<file path="config.mk">
export PLATFORM = sky130hd
export DESIGN_NAME = pipeline_step_controller
export DESIGN_NICKNAME = d
export VERILOG_FILES = /design/src/rtl/mips_pkg.sv /design/src/rtl/sat_counter.sv /design/src/rtl/pipeline_step_controller.sv
export SDC_FILE = /design/constraint.sdc
export NUM_CORES = 1
export LEC_CHECK = 0
export ABC_AREA = 1
export BUFFER_PORTS_ARGS = -buffer_cell sky130_fd_sc_hd__buf_2
export CAP_MARGIN = 10
export CORE_MARGIN = 2
export CORE_UTILIZATION = 52
export CTS_BUF_LIST = sky130_fd_sc_hd__clkbuf_4 sky130_fd_sc_hd__clkbuf_8
export DETAILED_ROUTE_END_ITERATION = 10
export PLACE_DENSITY = 0.78
export SETUP_SLACK_MARGIN = 0.3
export SLEW_MARGIN = 20
export SYNTH_ARGS = -nofsm -noshare
export SYNTH_HDL_FRONTEND = slang
export SYNTH_HIERARCHICAL = 1
export SYNTH_SLANG_ARGS = --single-unit
</file>
<file path="constraint.sdc">
create_clock -name i_clk -period 1.9 [get_ports i_clk]
set_input_delay 0.095 -clock i_clk [delete_from_list [all_inputs] [get_ports i_clk]]
set_output_delay 0.095 -clock i_clk [all_outputs]
set_load 0.02 [all_outputs]
</file>
<file path="src/rtl/mips_pkg.sv">
// Shared command opcodes and controller state encodings for the pipeline step controller.
package mips_pkg;

    typedef enum logic [2:0] {
        StIdle   = 3'd0,
        StRun    = 3'd1,
        StStep   = 3'd2,
        StHalted = 3'd3,
        StPreset = 3'd4
    } state_e;

    typedef enum logic [2:0] {
        CmdNop    = 3'd0,
        CmdRun    = 3'd1,
        CmdStep   = 3'd2,
        CmdHalt   = 3'd3,
        CmdPreset = 3'd4
    } cmd_e;

endpackage

</file>
<file path="src/rtl/sat_counter.sv">
// Up-counter that sticks at all-ones; clr wins over inc.
module sat_counter #(
    parameter int unsigned WIDTH = 32
) (
    input  logic             i_clk,
    input  logic             i_rst,
    input  logic             inc,
    input  logic             clr,
    output logic [WIDTH-1:0] count
);

    logic [WIDTH-1:0] count_q;

    always_ff @(posedge i_clk) begin
        if (i_rst || clr) begin
            count_q <= '0;
        end else if (inc && (count_q != '1)) begin
            count_q <= count_q + WIDTH'(1);
        end
    end

    assign count = count_q;

endmodule

</file>
<file path="src/rtl/pipeline_step_controller.sv">
// Run/step/halt/program-reset controller that gates a pipeline's enable and counts its cycles.
module pipeline_step_controller
    import mips_pkg::*;
#(
    parameter int unsigned CYCLE_W       = 32,
    parameter int unsigned STEP_W        = 8,
    parameter int unsigned PRESET_CYCLES = 2
) (
    input  logic               i_clk,
    input  logic               i_rst,
    input  logic               i_cmd_valid,
    input  logic [2:0]         i_cmd,
    input  logic [STEP_W-1:0]  i_cmd_arg,
    output logic               o_cmd_ready,
    input  logic               i_halt_instr,
    input  logic               i_hold,
    output logic               o_pipe_en,
    output logic               o_prog_reset,
    output logic               o_done,
    output logic               o_cmd_err,
    output logic [2:0]         o_state,
    output logic [CYCLE_W-1:0] o_cycle_count
);

    localparam int unsigned PresetW = (PRESET_CYCLES > 1) ? $clog2(PRESET_CYCLES) : 1;
    localparam logic [PresetW-1:0] PresetLoad = PresetW'(PRESET_CYCLES - 1);

    state_e              state_q, state_d;
    logic [STEP_W-1:0]   step_cnt_q, step_cnt_d;
    logic [PresetW-1:0]  preset_cnt_q, preset_cnt_d;
    logic                done_q, done_d;
    logic                err_q, err_d;
    logic                cmd_acc;
    logic                pipe_en;
    logic                halt_hit;

    assign o_cmd_ready = (state_q == StIdle) || (state_q == StRun) || (state_q == StHalted);
    assign cmd_acc     = i_cmd_valid && o_cmd_ready;
    assign pipe_en     = !i_hold && ((state_q == StRun) ||
                                     ((state_q == StStep) && (step_cnt_q != '0)));
    // A halt instruction only counts when it actually retires.
    assign halt_hit    = pipe_en && i_halt_instr;

    always_comb begin
        state_d      = state_q;
        step_cnt_d   = step_cnt_q;
        preset_cnt_d = preset_cnt_q;
        done_d       = 1'b0;
        err_d        = 1'b0;
        case (state_q)
            StIdle: begin
                if (cmd_acc) begin
                    case (i_cmd)
                        CmdRun:  state_d = StRun;
                        CmdStep: begin
                            state_d    = StStep;
                            step_cnt_d = (i_cmd_arg == '0) ? STEP_W'(1) : i_cmd_arg;
                        end
                        CmdPreset: begin
                            state_d      = StPreset;
                            preset_cnt_d = PresetLoad;
                        end
                        CmdNop, CmdHalt: ;
                        default: err_d = 1'b1;
                    endcase
                end
            end
            StRun: begin
                // Retiring halt wins over any command offered the same cycle.
                if (halt_hit) begin
                    state_d = StHalted;
                    done_d  = 1'b1;
                end else if (cmd_acc) begin
                    case (i_cmd)
                        CmdHalt: begin
                            state_d = StIdle;
                            done_d  = 1'b1;
                        end
                        CmdPreset: begin
                            state_d      = StPreset;
                            preset_cnt_d = PresetLoad;
                        end
                        CmdNop:  ;
                        default: err_d = 1'b1;
                    endcase
                end
            end
            StStep: begin
                if (pipe_en) begin
                    step_cnt_d = step_cnt_q - STEP_W'(1);
                    if (i_halt_instr) begin
                        state_d = StHalted;
                        done_d  = 1'b1;
                    end else if (step_cnt_q == STEP_W'(1)) begin
                        state_d = StIdle;
                        done_d  = 1'b1;
                    end
                end
            end
            StHalted: begin
                if (cmd_acc) begin
                    if (i_cmd == CmdPreset) begin
                        state_d      = StPreset;
                        preset_cnt_d = PresetLoad;
                    end else if (i_cmd != CmdNop) begin
                        err_d = 1'b1;
                    end
                end
            end
            StPreset: begin
                if (preset_cnt_q == '0) begin
                    state_d = StIdle;
                end else begin
                    preset_cnt_d = preset_cnt_q - PresetW'(1);
                end
            end
            default: state_d = StIdle;
        endcase
    end

    always_ff @(posedge i_clk) begin
        if (i_rst) begin
            state_q      <= StIdle;
            step_cnt_q   <= '0;
            preset_cnt_q <= '0;
            done_q       <= 1'b0;
            err_q        <= 1'b0;
        end else begin
            state_q      <= state_d;
            step_cnt_q   <= step_cnt_d;
            preset_cnt_q <= preset_cnt_d;
            done_q       <= done_d;
            err_q        <= err_d;
        end
    end

    sat_counter #(
        .WIDTH (CYCLE_W)
    ) u_cycle_counter (
        .i_clk (i_clk),
        .i_rst (i_rst),
        .inc   (pipe_en),
        .clr   (state_q == StPreset),
        .count (o_cycle_count)
    );

    assign o_pipe_en    = pipe_en;
    assign o_prog_reset = (state_q == StPreset);
    assign o_done       = done_q;
    assign o_cmd_err    = err_q;
    assign o_state      = state_q;

endmodule

</file>
Word-level counts from Yosys, hierarchy flattened
Index checks and enable logic that the tools add are counted.

Register bits after elaboration: 46. Bits of input ports: 16. Output and inout bits: 40. Word-level logic and storage cells: 91.

Add/subtract/negate cells: 3. Equality and inequality tests: 21. Muxes and demuxes: 38. Reduce and logical (&&, ||, !) cells: 23.

Operator list (number): $add A32 B1 Y32 const B (1); $mux W8 (4); $ne A32 B32 Y1 const B (1); $mux W3 (9); $mux W1 (18); $pmux W8 S2 (1); $pmux W3 S5 (1); $eq A3 B2 Y1 const B (4); $ne A2 B2 Y1 const B (5); $pmux W3 S3 (1); $reduce_and A9 Y1 (1); $eq A8 B1 Y1 const B (1); $logic_not A8 Y1 (1); $reduce_bool A8 Y1 (1); $sub A8 B1 Y8 const B (1); $eq A3 B1 Y1 const B (2); $eq A3 B3 Y1 const B (2); $logic_not A3 Y1 (2); $pmux W1 S3 (2); $pmux W3 S2 (1); $reduce_bool A3 Y1 (2); $logic_and A1 B1 Y1 (5); $reduce_or A5 Y1 (1); $logic_or A1 B1 Y1 (4); other kinds (13) (14).

Depth between registers and ports, before layout
Depth in word-level cells: 7. Depth in mapped cells: 17.

Modules after synthesis
The synthesis kept the hierarchy.

Modules (own cells, without submodules): sat_counter (area an instance 1981.9 um^2, cells an instance 329, times used 1); pipeline_step_controller (area an instance 1029.7 um^2, cells an instance 176, times used 1).

Worst setup path before layout
No wires, ideal clock.

Path kind: reg2reg. Start: register step_cnt_q[0]. End: register u_cycle_counter.count_q[26], in the netlist u_cycle_counter/count[26]. Slack: -0.291 ns. Clock period less this slack: 2.191 ns. Arrival time: 2.075 ns. Path buffers: 1. Setup time: 0.115 ns. Cell stages (with the launch flop): 16. Cell sequence: dfxtp_1 -> inv_1 -> ha_1 -> nand2_1 -> nand2_1 -> nand3_1 -> nand2_1 -> inv_1 -> buf_2 -> inv_1 -> nor2_1 -> nand4_1 -> nor2_1 -> nand3_1 -> nand2_1 -> nor2_1.

Longest elaborated chain between the ends: 5.

RTL lines: start: declaration (RTL line pipeline_step_controller.sv:29) `logic [STEP_W-1:0] step_cnt_q, step_cnt_d;`; start signal: assignment (RTL line pipeline_step_controller.sv:130) `step_cnt_q <= step_cnt_d;`; $reduce_bool A8 Y1 (RTL line pipeline_step_controller.sv:40) `((state_q == StStep) && (step_cnt_q != '0)));`; $logic_and A1 B1 Y1 (RTL line pipeline_step_controller.sv:40); $logic_or A1 B1 Y1 (RTL line pipeline_step_controller.sv:39) `assign pipe_en = !i_hold && ((state_q == StRun) ||`; $logic_and A1 B1 Y1 (RTL line pipeline_step_controller.sv:39); via o_pipe_en (RTL line pipeline_step_controller.sv:17) `output logic o_pipe_en,`; $logic_and A1 B1 Y1 (RTL line sat_counter.sv:17) `end else if (inc && (count_q != '1)) begin`; end signal: assignment (RTL line sat_counter.sv:18) `count_q <= count_q + WIDTH'(1);`; end: declaration (RTL line sat_counter.sv:12) `logic [WIDTH-1:0] count_q;`.

The timed path passes the listed nets, and every way through them passes these cells. A chain may end at the register's enable or synchronous reset.

Worst setup path in the final report
Start: register step_cnt_q[1]. End: register u_cycle_counter.count_q[31], in the netlist u_cycle_counter/count[31].

Longest elaborated chain between the ends: 5.

RTL lines (RTL line): $reduce_bool A8 Y1 (pipeline_step_controller.sv:40); $logic_and A1 B1 Y1 (pipeline_step_controller.sv:40); $logic_or A1 B1 Y1 (pipeline_step_controller.sv:39); $logic_and A1 B1 Y1 (pipeline_step_controller.sv:39); $logic_and A1 B1 Y1 (sat_counter.sv:17).

Every way passes these cells.

==> flow_summary.ini <==
[status]
status = finished clean

[pwr]
power.switching_w = 0.001289
vdd_drop_max_mv = 0.5673
internal-power_w = 0.002056
power_w = 0.003345
swShare_pct = 38.53
combPwrFrac_pct = 43.2
power.share.clock_pct = 22.7
p_seq_share_pct = 34.1
power.static_leakage_nw = 1.891
p_per_area_nw_per_um2 = 796.4

[place]
io_buffers = 55
routabilityCongestion = 0.9439
dp_slack_ps = -32.18
dpl_cell_area_um2 = 3462
hpwl_mm = 5.969

[global_route]
grt_pass1_vias = 3258
grt_pass1_wl_mm = 14.10
groute.usage.overall_pct = 27.23
antenna_found_initial = 0
overflow = 0
grt_max_degree = 30

[critical_path]
cp.buffers_inverters = 3
ff2ff_path_depth = 16
r2r_start = step_cnt_q[1]$_SDFFE_PP0P_
crit_required_ps = 2100
slowest_delay_ps = 370
path_cells = inv_4 -> ha_4 -> nand2_4 -> nand2_2 -> nand3_2 -> nand2_2 -> clkinv_4 -> nand2_2 -> inv_2 -> nand2_2 -> nor2_1 -> nand2_1 -> nor2_1 -> nand3_1 -> nand2_1 -> nor2_1
reg2reg_to = u_cycle_counter/count[31]$_SDFFE_PP0P_
path_common_cell = nand2_2
cp_max_fo = 7
worst-r2r-setup-slack_ps = 110
crit_path_end_kind = flip-flop
cp_top_family = simple AND/OR/NAND/NOR gates
startpoint_type = flip-flop
worstSetupPathType = flip-flop to flip-flop
worstPathArrival_ps = 1990
slowest_stage = dfxtp_2

[synthesis]
yosysSeqAreaShare_pct = 30.58
synth_xor_area_share_pct = 0.2908
synthCells = 505
syn-mean-instance-area_um2 = 5.964
synth_compound_area_share_pct = 10.59
synth_fa_ha_area_share_pct = 1.246
synthMuxAreaShare_pct = 0
synth_area_um2 = 3012
ys_ff_latch = 46
synth_top_family_by_area = simple AND/OR/NAND/NOR gates
yosysWarnings = 6
yosysUniqueCellTypes = 34
synth-simple-area-share_pct = 48.11
synth_nets = 524

[layout]
final_nets = 617
layout-drive-gt1-share_pct = 35.73
n_antenna_cell = 0
design_area_um2 = 4200
seqCellArea_um2 = 955.9
utilization_pct = 75.81
final.fill_count = 403
areaGrowthSynthToFinish_pct = 39.47
multi_input_area_um2 = 2155

[sta]
maxSlewViolCount = 0
final.setup_skew_ps = 6.656
hold_viol = 0
period_needed_ps = 1786
relSlewSlack_pct = 54.68
setup_viol = 0
worst_slew_pin_slew_ps = 678.2
max_freq_mhz = 559.9
fin_crit_sh_pct = 94.01
rsz0062_at_grt = true
setup_ws_ps = 113.9

[floorplan]
boundaryPins = 56
fp-row-count = 27
die_h_um = 80.10
dieArea_um2 = 6416
core_um2 = 5540
die_w_um = 80.10
initial_utilization_pct = 54.36

[drt]
drt_iter0_markers = 350
antenna_left = 0
drt_wl_total_mm = 9.742
drc_errors = 0
dr.pass1.iters = 5
routed-via-count = 3848
viasPerCell = 5.735
wl_per_cell_um = 14.52

[min_path]
min_path_type = input pin to flip-flop
whs_endpoint = o_state[0]$_SDFFE_PP0P_
min_path_cells = 2
worstHoldStart = i_rst

[run]
drv_cap = 0

[clock_tree]
htree_num_levels = 2
cts_tree = done
cts.path.max_buffers = 2
cts-root-buf = clkbuf_8
clk_pin_slew_worst_paths_ps = 90
clock_latency_ps = 310
clock-sinks = 46
cts_hold_buffers = 0
cts_buffers = 5
## power by group through the flow
| stage | registers (W) | clock network (W) | logic (W) |
|---|---|---|---|
| after global routing | 0.00115 | 0.000821 | 0.00158 |
| final | 0.00114 | 0.000758 | 0.00145 |
| after global placement | 0.00114 | 0 | 0.000986 |
| after floorplan | 0.00117 | 0 | 0.000744 |
| after CTS | 0.00113 | 0.000763 | 0.00120 |
| after detailed placement | 0.00115 | 0 | 0.000995 |
## metrics by stage
step / cells / hold WS, ps / setup TNS [ps]
floorplan: 505 / 290.8 / 0
global placement: 635 / 418.9 / 0
detailed placement: 635 / 421.9 / -84.25
CTS: 656 / 111.9 / 0
global route: 671 / 110.2 / -33.67
finish: 671 / 111.4 / 0
## kinds of logic after synthesis
| group | after synthesis |
|---|---|
| fa+ha+maj | 3 |
| simple gates | 331 |
| flops | 46 |
| compound gates | 61 |
| xor+xnor | 1 |
| buf+inv | 63 |
## what timing repair did
item,in CTS,in global routing
endpoints found under the setup margin,43,43
cloned,0,3
resized for setup,47,69
pin swaps,14,21
setup buffers,13,12
## cell usage in the layout (no fill, tap or decap), drive strengths merged, types with 2 or more instances in the layout
| cell type | count |
|---|---|
| a21oi | 44 |
| a31oi | 3 |
| buf | 97 |
| clkbuf | 8 |
| dfxtp | 46 |
| ha | 3 |
| inv | 48 |
| nand2 | 144 |
| nand3 | 51 |
| nand3b | 2 |
| nand4 | 11 |
| nor2 | 108 |
| nor3 | 9 |
| nor4 | 2 |
| o21ai | 10 |
| or2 | 3 |
## metal layers
metal / track usage [%] / wire length (um) / vias to the layer above
li1: - / - / 1821
met1: 33.13 / 3681 / 1748
met4: 10.17 / 449 / 0
met3: 4.719 / 787 / 50
met2: 47.75 / 4824 / 229
met5: 0 / 0 / -
## flip-flops by register name (all words and copies together), names as in the netlist
| name | count |
|---|---|
| step_cnt_q | 8 |
| o_cmd_err | 1 |
| preset_cnt_q | 1 |
| o_done | 1 |
| o_state | 3 |
| u_cycle_counter/count | 32 |
## worst max-delay path by stage
stage	endpoint	start	slack (ps)	cells after the start
5_1_grt	u_cycle_counter/count[31]$_SDFFE_PP0P_	o_state[1]$_SDFFE_PP0P_	-30	15
3_5_place_dp	u_cycle_counter/count[23]$_SDFFE_PP0P_	step_cnt_q[0]$_SDFFE_PP0P_	-30	14
3_3_place_gp	u_cycle_counter/count[23]$_SDFFE_PP0P_	step_cnt_q[0]$_SDFFE_PP0P_	50	14
6_report	u_cycle_counter/count[31]$_SDFFE_PP0P_	step_cnt_q[1]$_SDFFE_PP0P_	110	16
4_1_cts	u_cycle_counter/count[26]$_SDFFE_PP0P_	o_state[0]$_SDFFE_PP0P_	150	14
2_1_floorplan	u_cycle_counter/count[26]$_SDFFE_PP0P_	step_cnt_q[0]$_SDFFE_PP0P_	110	15
## layout make-up
type,instances,area share (%)
Clock inverter,2,0.8937
Sequential cell,46,22.76
Inverter,49,4.736
Multi-Input combinational cell,397,51.30
Clock buffer,6,1.817
Timing Repair Buffer,99,16.35
Tap cell,72,2.145
## synthesized netlist by cell type
library cell,instances,share of area (%)
nand3_4,1,0.58
inv_2,2,0.25
buf_1,1,0.12
or2_2,3,0.62
nor3_1,9,1.5
o311ai_0,1,0.29
nor2_4,2,0.75
a31oi_1,3,0.62
o21ai_0,8,1.3
o21ai_1,2,0.33
o22ai_1,1,0.21
a21boi_0,1,0.25
buf_6,4,1.5
nor2_1,100,12
nor3b_2,1,0.42
nand4_1,11,2.3
nand3_2,1,0.33
nand2_4,1,0.37
nand3_1,48,8.0
nand2_1,141,18
nor2_2,5,1.0
and2_1,1,0.21
xor2_1,1,0.29
dfxtp_1,46,31
ha_1,3,1.2
nor4_1,2,0.42
clkbuf_1,1,0.12
buf_2,8,1.3
inv_1,47,5.9
o31ai_1,1,0.25
nand2_2,2,0.42
nand3b_1,2,0.50
nor2_8,1,0.66
a21oi_1,44,7.3
Note: power is estimated with default switching activity, not from simulation.
